$ cat src/rtl/servant_timer_pkg.sv
// Shared register map, ctrl bit positions and the byte-lane merge helper
// used by the servant machine timer.
package servant_timer_pkg;

    localparam logic [2:0] IDX_MTIME_LO = 3'd0;
    localparam logic [2:0] IDX_MTIME_HI = 3'd1;
    localparam logic [2:0] IDX_CMP_LO   = 3'd2;
    localparam logic [2:0] IDX_CMP_HI   = 3'd3;
    localparam logic [2:0] IDX_CTRL     = 3'd4;
    localparam logic [2:0] IDX_STATUS   = 3'd5;

    localparam int CTRL_EN      = 0;
    localparam int CTRL_IRQ_EN  = 1;
    localparam int CTRL_DIV_LSB = 8;

    localparam logic [63:0] CMP_RESET = 64'hFFFF_FFFF_FFFF_FFFF;

    // Replace only the byte lanes whose select bit is set.
    function automatic logic [31:0] merge32(input logic [31:0] old_val,
                                            input logic [31:0] new_val,
                                            input logic [3:0]  sel);
        logic [31:0] res;
        res = old_val;
        for (int b = 0; b < 4; b++) begin
            if (sel[b]) res[8*b +: 8] = new_val[8*b +: 8];
        end
        return res;
    endfunction

endpackage

$ cat src/rtl/servant_timer_presc.sv
// Programmable prescaler: emits one tick every (div+1) enabled cycles.
module servant_timer_presc #(
    parameter int PRESC_W = 8
) (
    input  logic               i_clk,
    input  logic               i_rst_n,
    input  logic               i_en,
    input  logic [PRESC_W-1:0] i_div,
    input  logic               i_clr,
    output logic               o_tick
);

    logic [PRESC_W-1:0] r_cnt;

    assign o_tick = i_en & (r_cnt == i_div);

    always_ff @(posedge i_clk) begin
        if (!i_rst_n) begin
            r_cnt <= '0;
        end else if (i_clr || o_tick) begin
            r_cnt <= '0;
        end else if (i_en) begin
            r_cnt <= r_cnt + 1'b1;
        end
    end

endmodule

$ cat src/rtl/servant_timer_wb.sv
// Wishbone machine timer: 64-bit mtime/mtimecmp, prescaled counting and a
// level timer interrupt for the SERV core.
module servant_timer_wb
    import servant_timer_pkg::*;
#(
    parameter logic RESET_EN = 1'b1,
    parameter int   PRESC_W  = 8
) (
    input  logic        i_clk,
    input  logic        i_rst_n,
    input  logic [2:0]  i_wb_adr,
    input  logic [31:0] i_wb_dat,
    input  logic [3:0]  i_wb_sel,
    input  logic        i_wb_we,
    input  logic        i_wb_cyc,
    output logic [31:0] o_wb_rdt,
    output logic        o_wb_ack,
    output logic        o_timer_irq
);

    localparam logic [31:0] CTRL_MASK  = 32'h0000_0003 |
                                         (((32'd1 << PRESC_W) - 32'd1) << CTRL_DIV_LSB);
    localparam logic [31:0] CTRL_RESET = {31'b0, RESET_EN};

    logic [63:0] r_mtime;
    logic [63:0] r_cmp;
    logic [31:0] r_ctrl;
    logic [31:0] r_shadow;
    logic [31:0] r_rdt;
    logic        r_ack;
    logic        r_irq;

    logic               w_acc;
    logic               w_wr;
    logic               w_rd;
    logic               w_ge;
    logic               w_tick;
    logic               w_wr_lo;
    logic               w_wr_hi;
    logic               w_wr_ctrl;
    logic [31:0]        w_rd_val;
    logic [PRESC_W-1:0] w_div;

    // An access is taken on the edge that raises ack, so ack never repeats.
    assign w_acc     = i_wb_cyc & ~r_ack;
    assign w_wr      = w_acc & i_wb_we;
    assign w_rd      = w_acc & ~i_wb_we;
    assign w_ge      = (r_mtime >= r_cmp);
    assign w_div     = r_ctrl[CTRL_DIV_LSB +: PRESC_W];
    assign w_wr_lo   = w_wr && (i_wb_adr == IDX_MTIME_LO);
    assign w_wr_hi   = w_wr && (i_wb_adr == IDX_MTIME_HI);
    assign w_wr_ctrl = w_wr && (i_wb_adr == IDX_CTRL);

    servant_timer_presc #(.PRESC_W(PRESC_W)) u_presc (
        .i_clk   (i_clk),
        .i_rst_n (i_rst_n),
        .i_en    (r_ctrl[CTRL_EN]),
        .i_div   (w_div),
        .i_clr   (w_wr_ctrl),
        .o_tick  (w_tick)
    );

    always_comb begin
        w_rd_val = '0;
        case (i_wb_adr)
            IDX_MTIME_LO: w_rd_val = r_mtime[31:0];
            IDX_MTIME_HI: w_rd_val = r_shadow;
            IDX_CMP_LO:   w_rd_val = r_cmp[31:0];
            IDX_CMP_HI:   w_rd_val = r_cmp[63:32];
            IDX_CTRL:     w_rd_val = r_ctrl;
            IDX_STATUS:   w_rd_val = {31'b0, w_ge};
            default:      w_rd_val = '0;
        endcase
    end

    always_ff @(posedge i_clk) begin
        if (!i_rst_n) begin
            r_mtime  <= '0;
            r_cmp    <= CMP_RESET;
            r_ctrl   <= CTRL_RESET;
            r_shadow <= '0;
            r_rdt    <= '0;
            r_ack    <= 1'b0;
            r_irq    <= 1'b0;
        end else begin
            r_ack <= w_acc;
            r_irq <= r_ctrl[CTRL_IRQ_EN] & w_ge;

            // A bus write to either mtime half suppresses that edge's increment.
            if (w_wr_lo)
                r_mtime[31:0] <= merge32(r_mtime[31:0], i_wb_dat, i_wb_sel);
            if (w_wr_hi)
                r_mtime[63:32] <= merge32(r_mtime[63:32], i_wb_dat, i_wb_sel);
            if (!(w_wr_lo || w_wr_hi) && w_tick)
                r_mtime <= r_mtime + 64'd1;

            if (w_wr && (i_wb_adr == IDX_CMP_LO))
                r_cmp[31:0] <= merge32(r_cmp[31:0], i_wb_dat, i_wb_sel);
            if (w_wr && (i_wb_adr == IDX_CMP_HI))
                r_cmp[63:32] <= merge32(r_cmp[63:32], i_wb_dat, i_wb_sel);
            if (w_wr_ctrl)
                r_ctrl <= merge32(r_ctrl, i_wb_dat, i_wb_sel) & CTRL_MASK;

            if (w_rd) begin
                r_rdt <= w_rd_val;
                if (i_wb_adr == IDX_MTIME_LO)
                    r_shadow <= r_mtime[63:32];
            end
        end
    end

    assign o_wb_rdt    = r_rdt;
    assign o_wb_ack    = r_ack;
    assign o_timer_irq = r_irq;

endmodule

$ cat config.mk
export PLATFORM = sky130hd
export DESIGN_NAME = servant_timer_wb
export DESIGN_NICKNAME = d
export VERILOG_FILES = /design/src/rtl/servant_timer_pkg.sv /design/src/rtl/servant_timer_presc.sv /design/src/rtl/servant_timer_wb.sv
export SDC_FILE = /design/constraint.sdc
export NUM_CORES = 1
export LEC_CHECK = 0
export ABC_AREA = 1
export ABC_CLOCK_PERIOD_IN_PS = 2100
export BUFFER_PORTS_ARGS = -buffer_cell sky130_fd_sc_hd__buf_2
export CAP_MARGIN = 0
export CORE_ASPECT_RATIO = 0.9
export CORE_MARGIN = 2
export CORE_UTILIZATION = 52
export CTS_BUF_LIST = sky130_fd_sc_hd__clkbuf_4 sky130_fd_sc_hd__clkbuf_8 sky130_fd_sc_hd__clkbuf_16
export DETAILED_ROUTE_END_ITERATION = 12
export PLACE_DENSITY = 0.7
export SLEW_MARGIN = 5
export SYNTH_ARGS = -nofsm -noshare
export SYNTH_HDL_FRONTEND = slang
export SYNTH_SLANG_ARGS = --single-unit
$ cat constraint.sdc
create_clock -name i_clk -period 2.1 [get_ports i_clk]
set_input_delay 0.105 -clock i_clk [delete_from_list [all_inputs] [get_ports i_clk]]
set_output_delay 0.105 -clock i_clk [all_outputs]
set_load 0.005 [all_outputs]
## Word level (Yosys, flattened, before mapping)

Index checks and enable logic that the tools add are counted.

- Add/sub/neg operators: 2
- $lt $le $gt $ge: 1
- Equal/unequal tests: 6
- Mux-type cells: 8
- Bitwise logic cells: 8
- Reduce and logical (&&, ||, !) cells: 36

Operators by type and width:

| operator | count |
|---|---|
| one-hot mux 32 bit (6 select lines) | 1 |
| adder 64 x 1 -> 64 bit (second input constant) | 1 |
| >= comparator 64 bit | 1 |
| two-way mux 32 bit | 2 |
| two-way mux 64 bit | 1 |
| AND reduction 2 bit | 19 |
| two-way mux 8 bit | 4 |
| nonzero test 2 bit | 6 |
| adder 8 x 1 -> 8 bit (second input constant) | 1 |
| == test 8 bit | 1 |
| == test 3 x 2 -> 1 bit (second input constant) | 2 |
| == test 3 bit (second input constant) | 2 |
| logical AND 1 bit | 6 |
| bitwise AND 1 bit | 5 |
| == test 3 x 1 -> 1 bit (second input constant) | 1 |
| logical NOT 3 bit | 1 |
| NOT 1 bit | 3 |
| logical OR 1 bit | 2 |
| OR reduction 2 bit | 1 |
| logical NOT 1 bit | 1 |

- Register bits: 212
- Bits of input ports: 43
- Logic and storage cells: 84

## Longest topological paths before layout

- Depth in word-level cells: 9
- Depth in mapped cells: 20
- Gate-level depth less buffers: 19

## Modules after synthesis

A second synthesis with hierarchy kept.

- Cell total of the unflattened synthesis: 1751
- Area, all modules: 12369.4 µm²

Modules (own cells, without submodules):

| module | instances | cells each | area each (µm²) | sequential area each (µm²) |
|---|---|---|---|---|
| servant_timer_wb | 1 | 1671 | 11858.9 | 4083.9 |
| servant_timer_presc | 1 | 80 | 510.5 | 160.2 |

## Worst setup path after synthesis

No wires, ideal clock.

- Path type: register to register
- From: reg r_mtime[1]
- To: reg r_mtime[54]
- Arrival time: 1.778 ns
- Data required time: 1.981 ns
- Path slack: 0.203 ns
- Stages on the path, launching flop included: 12
- Clock period less this slack: 1.897 ns
- Cells stage by stage: dfxtp_1 > ha_1 > nand2_1 > nor2_4 > nand2_1 > nor2_4 > nand3_1 > nor2_1 > nand4_1 > xor2_1 > nand2_1 > a21oi_1

- Longest elaborated chain between the ends: 2

RTL lines:

| what | RTL line | source |
|---|---|---|
| start: declaration | servant_timer_wb.sv:25 | `logic [63:0] r_mtime;` |
| start signal: assignment | servant_timer_wb.sv:91 | `r_mtime[31:0] <= merge32(r_mtime[31:0], i_wb_dat, i_wb_sel);` |
| start signal: assignment | servant_timer_wb.sv:95 | `r_mtime <= r_mtime + 64'd1;` |
| adder 64 x 1 -> 64 bit | servant_timer_wb.sv:95 |  |
| two-way mux 64 bit | servant_timer_wb.sv:94 | `if (!(w_wr_lo \|\| w_wr_hi) && w_tick)` |

No other way between the ends.
A chain may end at the register's enable or synchronous reset.

## Worst setup path in the final report

- From: reg r_cmp[62]
- To: reg r_rdt[0], in the netlist o_wb_rdt[0]

- Longest elaborated chain between the ends: 2

RTL lines:

| what | RTL line | source |
|---|---|---|
| start: declaration | servant_timer_wb.sv:26 | `logic [63:0] r_cmp;` |
| start signal: assignment | servant_timer_wb.sv:100 | `r_cmp[63:32] <= merge32(r_cmp[63:32], i_wb_dat, i_wb_sel);` |
| >= comparator 64 bit | servant_timer_wb.sv:48 | `assign w_ge = (r_mtime >= r_cmp);` |
| one-hot mux 32 bit (6 select lines) | servant_timer_wb.sv:65 | `case (i_wb_adr)` |
| end signal: assignment | servant_timer_wb.sv:105 | `r_rdt <= w_rd_val;` |
| end: declaration | servant_timer_wb.sv:29 | `logic [31:0] r_rdt;` |

No other way between the ends.

==> impl_metrics.tcl <==
set metrics [dict create \
    status "finished, final reports clean" \
    p_leak_nw 7.135 \
    synth-simple-area-share_pct 25.76 \
    fillers 2134 \
    worstHoldStart "i_rst_n" \
    grt_pass1_vias 12427 \
    gp_congestion 0.9876 \
    dp_hpwl_mm 34.44 \
    wl_mm 45.77 \
    yosysWarnings 0 \
    io_pins 77 \
    rsz0062_at_grt "yes" \
    r2r_start "r_cmp[62]" \
    ir_worst_vdd_mv 0.7785 \
    multi_input_area_mm2 0.007358 \
    syn_area_per_cell_um2 6.829 \
    dieWidth_um 166.6 \
    synth_fa_ha_area_share_pct 6.677 \
    crit_required_ns 2.56 \
    grt_antenna_before_repair 0 \
    numCtsBuffers 24 \
    arrival_ns 2.56 \
    fin_skew_ns 0.01612 \
    muxShareOfSynthArea_pct 0.08094 \
    portBuffers 76 \
    syn-num-nets 1920 \
    ys_ff_latch 212 \
    syn_area_mm2 0.01237 \
    htreeDepth 1 \
    synth_xor_area_share_pct 4.108 \
    seq_area_mm2 0.004264 \
    period_needed_ns 2.099 \
    cts_tree "built" \
    power.internal_mw 8.169 \
    syn2layout_area_growth_pct 26.95 \
    syn_inst 1811 \
    final_area_mm2 0.01570 \
    synth_compound_area_share_pct 19.95 \
    worstPathMaxFanout 3 \
    cts-root-buf "clkbuf_16" \
    placed_cells 2278 \
    synth_top_family_by_area "simple AND/OR/NAND/NOR gates" \
    worst_pin_slew_ns 0.5235 \
    final_layout_size_suffix_gt1_share_pct 19.46 \
    maxCapViolations 0 \
    pwr-share-seq_pct 38.9 \
    clkSinkCount 212 \
    nets 2159 \
    slew_viol_final 0 \
    initial_core_util_pct 52.98 \
    dieArea_mm2 0.02503 \
    vias 13563 \
    worst-setup-path-type "flip-flop to flip-flop" \
    cp-start-kind "flip-flop" \
    final_common_cell "nand2_1" \
    synth-edff-count 0 \
    p_clk_share_pct 35.4 \
    first_pass_iters 5 \
    yosysSeqAreaShare_pct 34.32 \
    first_iter_violations 1463 \
    core-area_mm2 0.02334 \
    dpl_cell_area_mm2 0.01408 \
    grt_pass1_wl_mm 68.67 \
    grt_max_degree 70 \
    final_cell_count_no_fill 2368 \
    route.detailed.drc 0 \
    setup_viol 0 \
    via_per_inst 5.728 \
    p_sw_mw 3.940 \
    antenna_left 0 \
    grt_usage_pct 35.15 \
    timing.slew.headroom_pct 64.78 \
    hold_path_class "input pin to flip-flop" \
    grt_overflow_total 0 \
    routedWlPerCell_um 19.33 \
    clk_latency_ns 0.54 \
    sw_frac_of_total_pct 32.54 \
    cts.clk_slew.worst_paths_ns 0.06 \
    cts_buffer_depth 3 \
    hold_violations 0 \
    finalCritPeriodShare_pct 99.94 \
    rows 53 \
    pwr-share-comb_pct 25.6 \
    final_cell_mix "415 x nand2_1, 200 x inv_1, 198 x dfxtp_1, 168 x buf_4, 166 x o21ai_0" \
    async_flop_share_pct 0 \
    synthFlopType "dfxtp_1" \
    diodes 0 \
    end_kind "flip-flop" \
    cp-startpoint "r_cmp[62]" \
    synth.distinct_cells 45 \
    timing.hold.ws_ns 0.01653 \
    p_per_area_mw_per_mm2 771.3 \
    chipHeight_um 150.3 \
    fmax_mhz 476.5 \
]
[worst paths after layout]
check,endpoint,slack (ns),cells past startpoint
setup / recovery,o_wb_rdt[0],0.001,14
hold / removal,r_cmp[60],0.02,2
setup reg to reg,o_wb_rdt[0],0.001,14
hold reg to reg,o_wb_rdt[23],0.46,2
[repair_timing]
| item | in CTS | in global routing |
|---|---|---|
| buffers inserted | 1 | 13 |
| cloned | 0 | 1 |
| pin swaps | 3 | 22 |
| endpoints found under the hold margin | 119 | 0 |
| endpoints found under the setup margin | 2 | 56 |
| gates resized for setup | 5 | 91 |
| hold buffers | 33 | 0 |
[Yosys cell counts (5+ instances only)]
| master | instances | share of area (%) |
|---|---|---|
| xor2_1 | 55 | 3.9 |
| nand3_1 | 66 | 2.7 |
| dfxtp_1 | 212 | 34 |
| nand3b_1 | 6 | 0.36 |
| nand2_1 | 428 | 13 |
| o211ai_1 | 67 | 4.1 |
| o221ai_1 | 7 | 0.50 |
| a31oi_1 | 25 | 1.3 |
| a21oi_1 | 108 | 4.4 |
| nor3_1 | 45 | 1.8 |
| nor3b_1 | 5 | 0.30 |
| o22ai_1 | 30 | 1.5 |
| nand4_1 | 20 | 1.0 |
| buf_2 | 20 | 0.81 |
| o21ai_0 | 166 | 6.7 |
| nor2_1 | 177 | 5.4 |
| buf_4 | 7 | 0.42 |
| inv_1 | 206 | 6.3 |
| ha_1 | 66 | 6.7 |
| clkbuf_1 | 40 | 1.2 |
[registers in the layout, summed over array words and instances, names as in the netlist]
register and cells:
o_wb_rdt 32, r_cmp 64, u_presc.r_cnt 8, r_ctrl 10, r_shadow 32, r_mtime 64
o_wb_ack 1, o_timer_irq 1
[power groups by stage]
stage	sequential [mW]	combinational (mW)	clock, mW
6_report	4.71	3.10	4.29
2_1_floorplan	4.73	1.62	0
3_5_place_dp	4.76	2.79	0
4_1_cts	4.68	2.86	4.33
3_3_place_gp	4.75	2.75	0
5_1_grt	4.75	3.38	4.48
[worst max-delay path, stage by stage (launching register included)]
cell and delay, ns:
dfxtp_2 0.32, inv_2 0.05, ha_4 0.27, nand2_4 0.06
nor2_4 0.13, nand4_1 0.24, nor2_2 0.20, nand2_1 0.09
nor3b_2 0.17, nand2_1 0.08, nand2_2 0.11, nand2_1 0.06
nand2_1 0.06, nand2_1 0.05, a21oi_1 0.13
[through the flow]
step / power, mW / setup TNS (ns) / setup slack (ns) / util [%]
floorplan: 6.350 / 0 / 0.2028 / -
CTS: 11.87 / 0 / 0.01085 / 65.27
global route: 12.61 / -0.1459 / -0.08263 / 67.26
detailed placement: 7.556 / -0.1485 / -0.1236 / 60.33
global placement: 7.500 / -0.06051 / -0.06051 / 60.33
finish: 12.11 / 0 / 0.001219 / 67.26
[per-layer routing]
layer / GRT usage, % / share of wire (%) / up-vias
met2: 54.81 / 43 / 718
met5: 0 / 0 / -
li1: - / - / 6518
met1: 48.67 / 42 / 6215
met4: 12.07 / 3.3 / 0
met3: 7.177 / 11 / 112
[cells by family after synthesis]
logic type | Yosys count
and+or+nand+nor | 767
AOI/OAI and AO/OA | 425
buffers and inverters | 282
DFF | 212
adders and majority gates | 66
xor gates and xnor gates | 58
muxes | 1
[area by class of cell]
cell class / instances / area share [%]
Sequential cell: 212 / 27.16
Inverter: 210 / 5.037
Multi-Input combinational cell: 1318 / 46.87
Clock inverter: 9 / 0.6057
Timing Repair Buffer: 284 / 13.44
Clock buffer: 33 / 4.487
Tap cell: 302 / 2.407
Power figures use the tool's default switching activity.
